==> config.mk <==
export PLATFORM = sky130hd
export DESIGN_NAME = score_display_flat
export DESIGN_NICKNAME = d
export VERILOG_FILES = /design/src/rtl/score_display_if.sv /design/src/rtl/score_display.sv /design/src/flat_wrapper.sv
export SDC_FILE = /design/constraint.sdc
export NUM_CORES = 1
export LEC_CHECK = 0
export CAP_MARGIN = 10
export CORE_MARGIN = 5
export CORE_UTILIZATION = 50
export DETAILED_ROUTE_END_ITERATION = 10
export DONT_BUFFER_PORTS = 1
export GPL_TIMING_DRIVEN = 1
export PLACE_DENSITY = 0.74
export SLEW_MARGIN = 20
export SYNTH_ARGS = -nofsm -noshare
export SYNTH_HDL_FRONTEND = slang
export SYNTH_SLANG_ARGS = --single-unit
==> constraint.sdc <==
create_clock -name clk -period 4.8 [get_ports clk]
set_clock_uncertainty 0.15 [all_clocks]
set_input_delay 0 -clock clk [delete_from_list [all_inputs] [get_ports clk]]
set_output_delay 0 -clock clk [all_outputs]
set_load 0.005 [all_outputs]
==> src/rtl/score_display_if.sv <==
`default_nettype none
// ============================================================================
// Module      : score_display_if
// Description : Score input and display/status outputs of score_display.
// Revision    : 1.0 - initial release
// ============================================================================
interface score_display_if;
    logic [31:0] score;
    logic [15:0] bcd;
    logic        busy;
    logic        overflow;
    logic [3:0]  an;
    logic [6:0]  seg;

    modport master (output score, input bcd, busy, overflow, an, seg);
    modport slave  (input score, output bcd, busy, overflow, an, seg);
endinterface
`default_nettype wire

==> src/rtl/score_display.sv <==
`default_nettype none
// ============================================================================
// Module      : score_display
// Description : Score-to-BCD converter (shift-add-3) with a muxed 4-digit
//               active-low 7-segment driver.
// Revision    : 1.0 - initial release
// ============================================================================
module score_display #(
    parameter int DIGITS      = 4,
    parameter int REFRESH_DIV = 25000,
    parameter int BLANK_LZ    = 1
) (
    input  logic           clk,
    input  logic           resetn,
    score_display_if.slave bus
);
    localparam int              BW          = 4 * DIGITS;
    localparam int              CW          = $clog2(REFRESH_DIV);
    localparam int              IW          = $clog2(DIGITS);
    localparam logic [CW-1:0]   c_cnt_max   = CW'(REFRESH_DIV - 1);
    localparam logic [31:0]     c_max_score = 32'd9999;

    typedef enum logic [1:0] {
        IDLE  = 2'd0,
        SHIFT = 2'd1,
        DONE  = 2'd2
    } state_t;

    state_t         state_q, state_d;
    logic [31:0]    shadow_q, shadow_d;
    logic [13:0]    work_q, work_d;
    logic [BW-1:0]  acc_q, acc_d, adj;
    logic [3:0]     bitcnt_q, bitcnt_d;
    logic           ovf_pend_q, ovf_pend_d;
    logic [BW-1:0]  bcd_q, bcd_d;
    logic           busy_q, busy_d;
    logic           ovf_q, ovf_d;

    logic [CW-1:0]     cnt_q, cnt_d;
    logic [IW-1:0]     idx_q, idx_d, idx_nxt;
    logic [DIGITS-1:0] an_q, an_d;
    logic [6:0]        seg_q, seg_d;
    logic [3:0]        digit;
    logic              blank;

    function automatic logic [6:0] seg_of(input logic [3:0] d);
        case (d)
            4'd0:    seg_of = 7'h40;
            4'd1:    seg_of = 7'h79;
            4'd2:    seg_of = 7'h24;
            4'd3:    seg_of = 7'h30;
            4'd4:    seg_of = 7'h19;
            4'd5:    seg_of = 7'h12;
            4'd6:    seg_of = 7'h02;
            4'd7:    seg_of = 7'h78;
            4'd8:    seg_of = 7'h00;
            4'd9:    seg_of = 7'h10;
            default: seg_of = 7'h7F;
        endcase
    endfunction

    always_comb begin
        state_d    = state_q;
        shadow_d   = shadow_q;
        work_d     = work_q;
        acc_d      = acc_q;
        bitcnt_d   = bitcnt_q;
        ovf_pend_d = ovf_pend_q;
        bcd_d      = bcd_q;
        busy_d     = busy_q;
        ovf_d      = ovf_q;
        adj        = acc_q;
        case (state_q)
            IDLE: begin
                if (bus.score != shadow_q) begin
                    shadow_d   = bus.score;
                    work_d     = (bus.score > c_max_score) ? 14'd9999 : bus.score[13:0];
                    ovf_pend_d = (bus.score > c_max_score);
                    acc_d      = '0;
                    bitcnt_d   = '0;
                    busy_d     = 1'b1;
                    state_d    = SHIFT;
                end
            end
            SHIFT: begin
                // Double-dabble step: correct nibbles >= 5, then shift in the next binary bit.
                for (int n = 0; n < DIGITS; n++) begin
                    adj[4*n +: 4] = (acc_q[4*n +: 4] >= 4'd5) ? acc_q[4*n +: 4] + 4'd3
                                                              : acc_q[4*n +: 4];
                end
                {acc_d, work_d} = {adj, work_q} << 1;
                bitcnt_d        = bitcnt_q + 4'd1;
                if (bitcnt_q == 4'd13) begin
                    state_d = DONE;
                end
            end
            DONE: begin
                bcd_d   = acc_q;
                ovf_d   = ovf_pend_q;
                busy_d  = 1'b0;
                state_d = IDLE;
            end
            default: state_d = IDLE;
        endcase
    end

    always_comb begin
        cnt_d   = (cnt_q == c_cnt_max) ? '0 : cnt_q + 1'b1;
        idx_d   = idx_q;
        an_d    = an_q;
        seg_d   = seg_q;
        idx_nxt = idx_q + 1'b1;
        digit   = bcd_q[4*idx_nxt +: 4];
        // A non-ones digit is blank only when it and every digit above it are zero.
        blank   = (BLANK_LZ != 0) && (idx_nxt != '0);
        for (int k = 1; k < DIGITS; k++) begin
            if ((k >= int'(idx_nxt)) && (bcd_q[4*k +: 4] != 4'd0)) begin
                blank = 1'b0;
            end
        end
        if (cnt_q == c_cnt_max) begin
            idx_d = idx_nxt;
            an_d  = ~(DIGITS'(1) << idx_nxt);
            seg_d = blank ? 7'h7F : seg_of(digit);
        end
    end

    always_ff @(posedge clk or negedge resetn) begin
        if (!resetn) begin
            state_q    <= IDLE;
            shadow_q   <= '0;
            work_q     <= '0;
            acc_q      <= '0;
            bitcnt_q   <= '0;
            ovf_pend_q <= 1'b0;
            bcd_q      <= '0;
            busy_q     <= 1'b0;
            ovf_q      <= 1'b0;
            cnt_q      <= '0;
            idx_q      <= '0;
            an_q       <= '1;
            seg_q      <= 7'h7F;
        end else begin
            state_q    <= state_d;
            shadow_q   <= shadow_d;
            work_q     <= work_d;
            acc_q      <= acc_d;
            bitcnt_q   <= bitcnt_d;
            ovf_pend_q <= ovf_pend_d;
            bcd_q      <= bcd_d;
            busy_q     <= busy_d;
            ovf_q      <= ovf_d;
            cnt_q      <= cnt_d;
            idx_q      <= idx_d;
            an_q       <= an_d;
            seg_q      <= seg_d;
        end
    end

    assign bus.bcd      = bcd_q;
    assign bus.busy     = busy_q;
    assign bus.overflow = ovf_q;
    assign bus.an       = an_q;
    assign bus.seg      = seg_q;
endmodule
`default_nettype wire

==> src/flat_wrapper.sv <==
// flat-port wrapper written by rule: the top's interface ports become plain ports
module score_display_flat 
#(
    parameter int DIGITS      = 4,
    parameter int REFRESH_DIV = 25000,
    parameter int BLANK_LZ    = 1
)
  (clk, resetn, bus_score, bus_bcd, bus_busy, bus_overflow, bus_an, bus_seg);
  score_display_if bus_i ();
  input  logic clk;
  input  logic resetn;
  input wire logic [$bits(bus_i.score)-1:0] bus_score;
  output wire logic [$bits(bus_i.bcd)-1:0] bus_bcd;
  output wire logic [$bits(bus_i.busy)-1:0] bus_busy;
  output wire logic [$bits(bus_i.overflow)-1:0] bus_overflow;
  output wire logic [$bits(bus_i.an)-1:0] bus_an;
  output wire logic [$bits(bus_i.seg)-1:0] bus_seg;
  assign bus_i.score = bus_score;
  assign bus_bcd = bus_i.bcd;
  assign bus_busy = bus_i.busy;
  assign bus_overflow = bus_i.overflow;
  assign bus_an = bus_i.an;
  assign bus_seg = bus_i.seg;
  score_display #(.DIGITS(DIGITS), .REFRESH_DIV(REFRESH_DIV), .BLANK_LZ(BLANK_LZ)) u_core (.clk(clk), .resetn(resetn), .bus(bus_i));
endmodule
==> impl_metrics.py <==
metrics = {
    "detailed_routing": {
        "drt-vias-per-instance": 5.76,
        "drt-met1-wl_um": 5450,
        "dr_wl_met3_um": 899,
        "topRoutingLayerUsed": "met4",
        "drc": 0,
        "avgRoutedWirePerCell_um": 18.3,
        "vias": 4064,
        "antenna_left": 0,
        "met2WireLength_um": 6270,
        "routed_wirelength_um": 12900,
        "drt_first_pass_iters": 4,
        "drtIter0Drc": 210,
    },
    "timing": {
        "maxSlewHeadroom_pct": 53.4,
        "hold_viol": 0,
        "period_share_pct": 68.9,
        "fin_setup_tns_ns": 0,
        "timing.hold.ws_ns": 0.0456,
        "max_freq_ghz": 0.302,
        "worstMarginPinSlew_ns": 0.696,
        "setup_viol": 0,
        "period_needed_ns": 3.31,
        "drv_slew": 0,
        "rsz0062_at_grt": "no",
    },
    "clock_tree": {
        "clkTransAtPathRegs_ns": 0.05,
        "clk_latency_ns": 0.41,
        "cts_tree": "built",
        "cts_buffers": 17,
        "clockBufferDepth": 2,
        "htreeDepth": 4,
        "cts.sinks": 115,
        "root_buffer": "clkbuf_16",
    },
    "final_layout": {
        "syn_to_final_growth_pct": 19.5,
        "mostFrequentLayoutCells": "dfrtp_1 (104), mux2_2 (46), inv_1 (39)",
        "seq_area_um2": 2890,
        "multi_input_area_um2": 2670,
        "final_common_cell": "dfrtp_1",
        "postLayoutCoreUtil_pct": 60.7,
        "nets": 604,
        "antenna_cells": 0,
        "drive_gt1_share_pct": 17.8,
        "layout.cells.non_filler": 706,
        "stdcell_area_um2": 6930,
        "fillerInstances": 886,
    },
    "yosys": {
        "synthCells": 510,
        "ys_ff_latch": 115,
        "synth.cell_area_um2": 5800,
        "synth_cell_types": 46,
        "synth-seq-area-share_pct": 49.8,
        "async_flop_share_pct": 100,
        "yosys_warnings": 0,
        "synth_edf_count": 0,
        "synth_flop_cell": "dfrtp_1",
        "synth.avg_cell_area_um2": 11.4,
        "synth_fp_nets": 564,
    },
    "critical_path": {
        "critPathCaptureType": "flop",
        "crit_fanout": 36,
        "critPathArrivalTime_ns": 3.44,
        "cp.required_ns": 4.93,
        "crit_type": "flop to flop",
        "startpoint_type": "flop",
    },
    "run_status": {
        "status": "completed",
    },
    "placed_design": {
        "dp_hpwl_um": 8080,
        "gp_congestion": 0.855,
        "port_buffers": 0,
        "dpl_cell_area_um2": 5920,
        "place_inst": 640,
    },
    "global_route": {
        "grt_max_degree": 116,
        "grt_pass1_vias": 4358,
        "grt_pass1_wl_um": 22000,
        "antenna_found_initial": 0,
        "overflow": 0,
        "track_usage_pct": 19.4,
    },
    "floorplanning": {
        "start_util_pct": 50.8,
        "die_h_um": 118,
        "num_io_pins": 63,
        "std_cell_rows": 39,
        "core_um2": 11400,
        "die_w_um": 118,
        "dieArea_um2": 13900,
    },
    "flow_run": {
        "max-cap-violations": 0,
    },
    "power": {
        "ir_drop_uv": 365,
        "p_per_area_nw_per_um2": 404,
        "p_leak_nw": 2.94,
    },
    "worst_hold_path": {
        "min_path_type": "input pin to async pin",
    },
}
==> metal layers <==
metal	track usage, %	vias to the layer above
met5	0	-
met4	7.67	0
met3	6.92	27
met2	31.5	122
met1	23.7	2018
li1	-	1897
==> synth_stat cells (6+ instances only) <==
library cell / instances / area, um2
nor2b_1: 6 / 37.5
o21ai_0: 19 / 95.1
a31o_1: 11 / 96.3
ha_1: 20 / 250
nand3_1: 8 / 40.0
xor2_1: 38 / 333
mux2i_1: 9 / 90.1
o22a_1: 7 / 61.3
nand4_1: 6 / 37.5
xnor2_1: 14 / 123
dfstp_2: 11 / 289
mux2_1: 6 / 67.6
nor4_1: 19 / 119
dfrtp_1: 104 / 2600
nor2_1: 31 / 116
clkbuf_1: 7 / 26.3
mux2_2: 46 / 518
nand2_1: 27 / 101
inv_1: 39 / 146
o221ai_1: 7 / 61.3
a21oi_1: 8 / 40.0
nor3_1: 6 / 30.0
==> critical path: stages (launching register included) <==
cell and delay, ns:
dfrtp_1 0.40, xor2_1 0.17, nor4_1 0.48, nand4_1 0.36, o21ai_4 0.66, buf_4 0.52, mux2_2 0.40
==> cell families after synthesis <==
group                      synth area share [%]
AOI/OAI and AO/OA                          9.72
muxes                                      12.8
xor gates and xnor gates                   7.85
and+or+nand+nor                            11.2
DFF                                        49.8
adders and majority gates                  4.31
buffers and inverters                      4.29
==> repair_timing <==
action,CTS,global route
resized for setup,0,0
hold buffers,34,0
buffers inserted,0,0
hold endpoints to repair,161,0
==> worst paths after layout <==
check | start | end | slack [ns] | cells after the start
hold reg to reg | u_core.bus.an[1] | u_core.bus.an[1] | 0.33 | 2
setup / recovery | u_core.shadow_q[28] | u_core.shadow_q[24] | 1.49 | 6
min in group clk | bus_score[13] | u_core.work_q[6] | 0.05 | 5
setup reg to reg | u_core.shadow_q[28] | u_core.shadow_q[24] | 1.49 | 6
hold / removal | resetn | u_core.acc_q[6] | 0.05 | 2
max in group asynchronous | resetn | u_core.bus.an[1] | 4.01 | 2
==> area by class of cell <==
type	instances	area share [%]
sequential	115	41.7
multi-input combinational	338	38.5
clock buffer	24	7.24
timing repair buffer	39	5.70
tap	143	2.58
clock inverter	8	2.11
inverter	39	2.11
==> power by group <==
group / switching (mW) / internal, mW / leakage, nW / total [mW]
combinational: 0.184 / 0.159 / 1.26 / 0.343
clock: 0.423 / 0.937 / 0.316 / 1.36
sequential: 0.0591 / 1.04 / 1.37 / 1.10
==> registers in the layout, summed over array words and instances (netlist names) <==
name / flops
u_core.bus.overflow: 1
u_core.bitcnt_q: 4
u_core.shadow_q: 32
u_core.state_q: 2
u_core.bus.bcd: 16
u_core.work_q: 14
u_core.bus.busy: 1
u_core.acc_q: 16
u_core.cnt_q: 15
u_core.idx_q: 2
u_core.ovf_pend_q: 1
u_core.bus.seg: 7
u_core.bus.an: 4
==> stage by stage <==
step / power, mW / worst slack, ns
detailed placement: 1.40 / 1.63
CTS: 2.82 / 1.62
finish: 2.80 / 1.49
global route: 2.92 / 1.35
floorplan: 1.35 / 2.30
global placement: 1.38 / 1.74
Note: power is estimated with default switching activity, not from simulation.
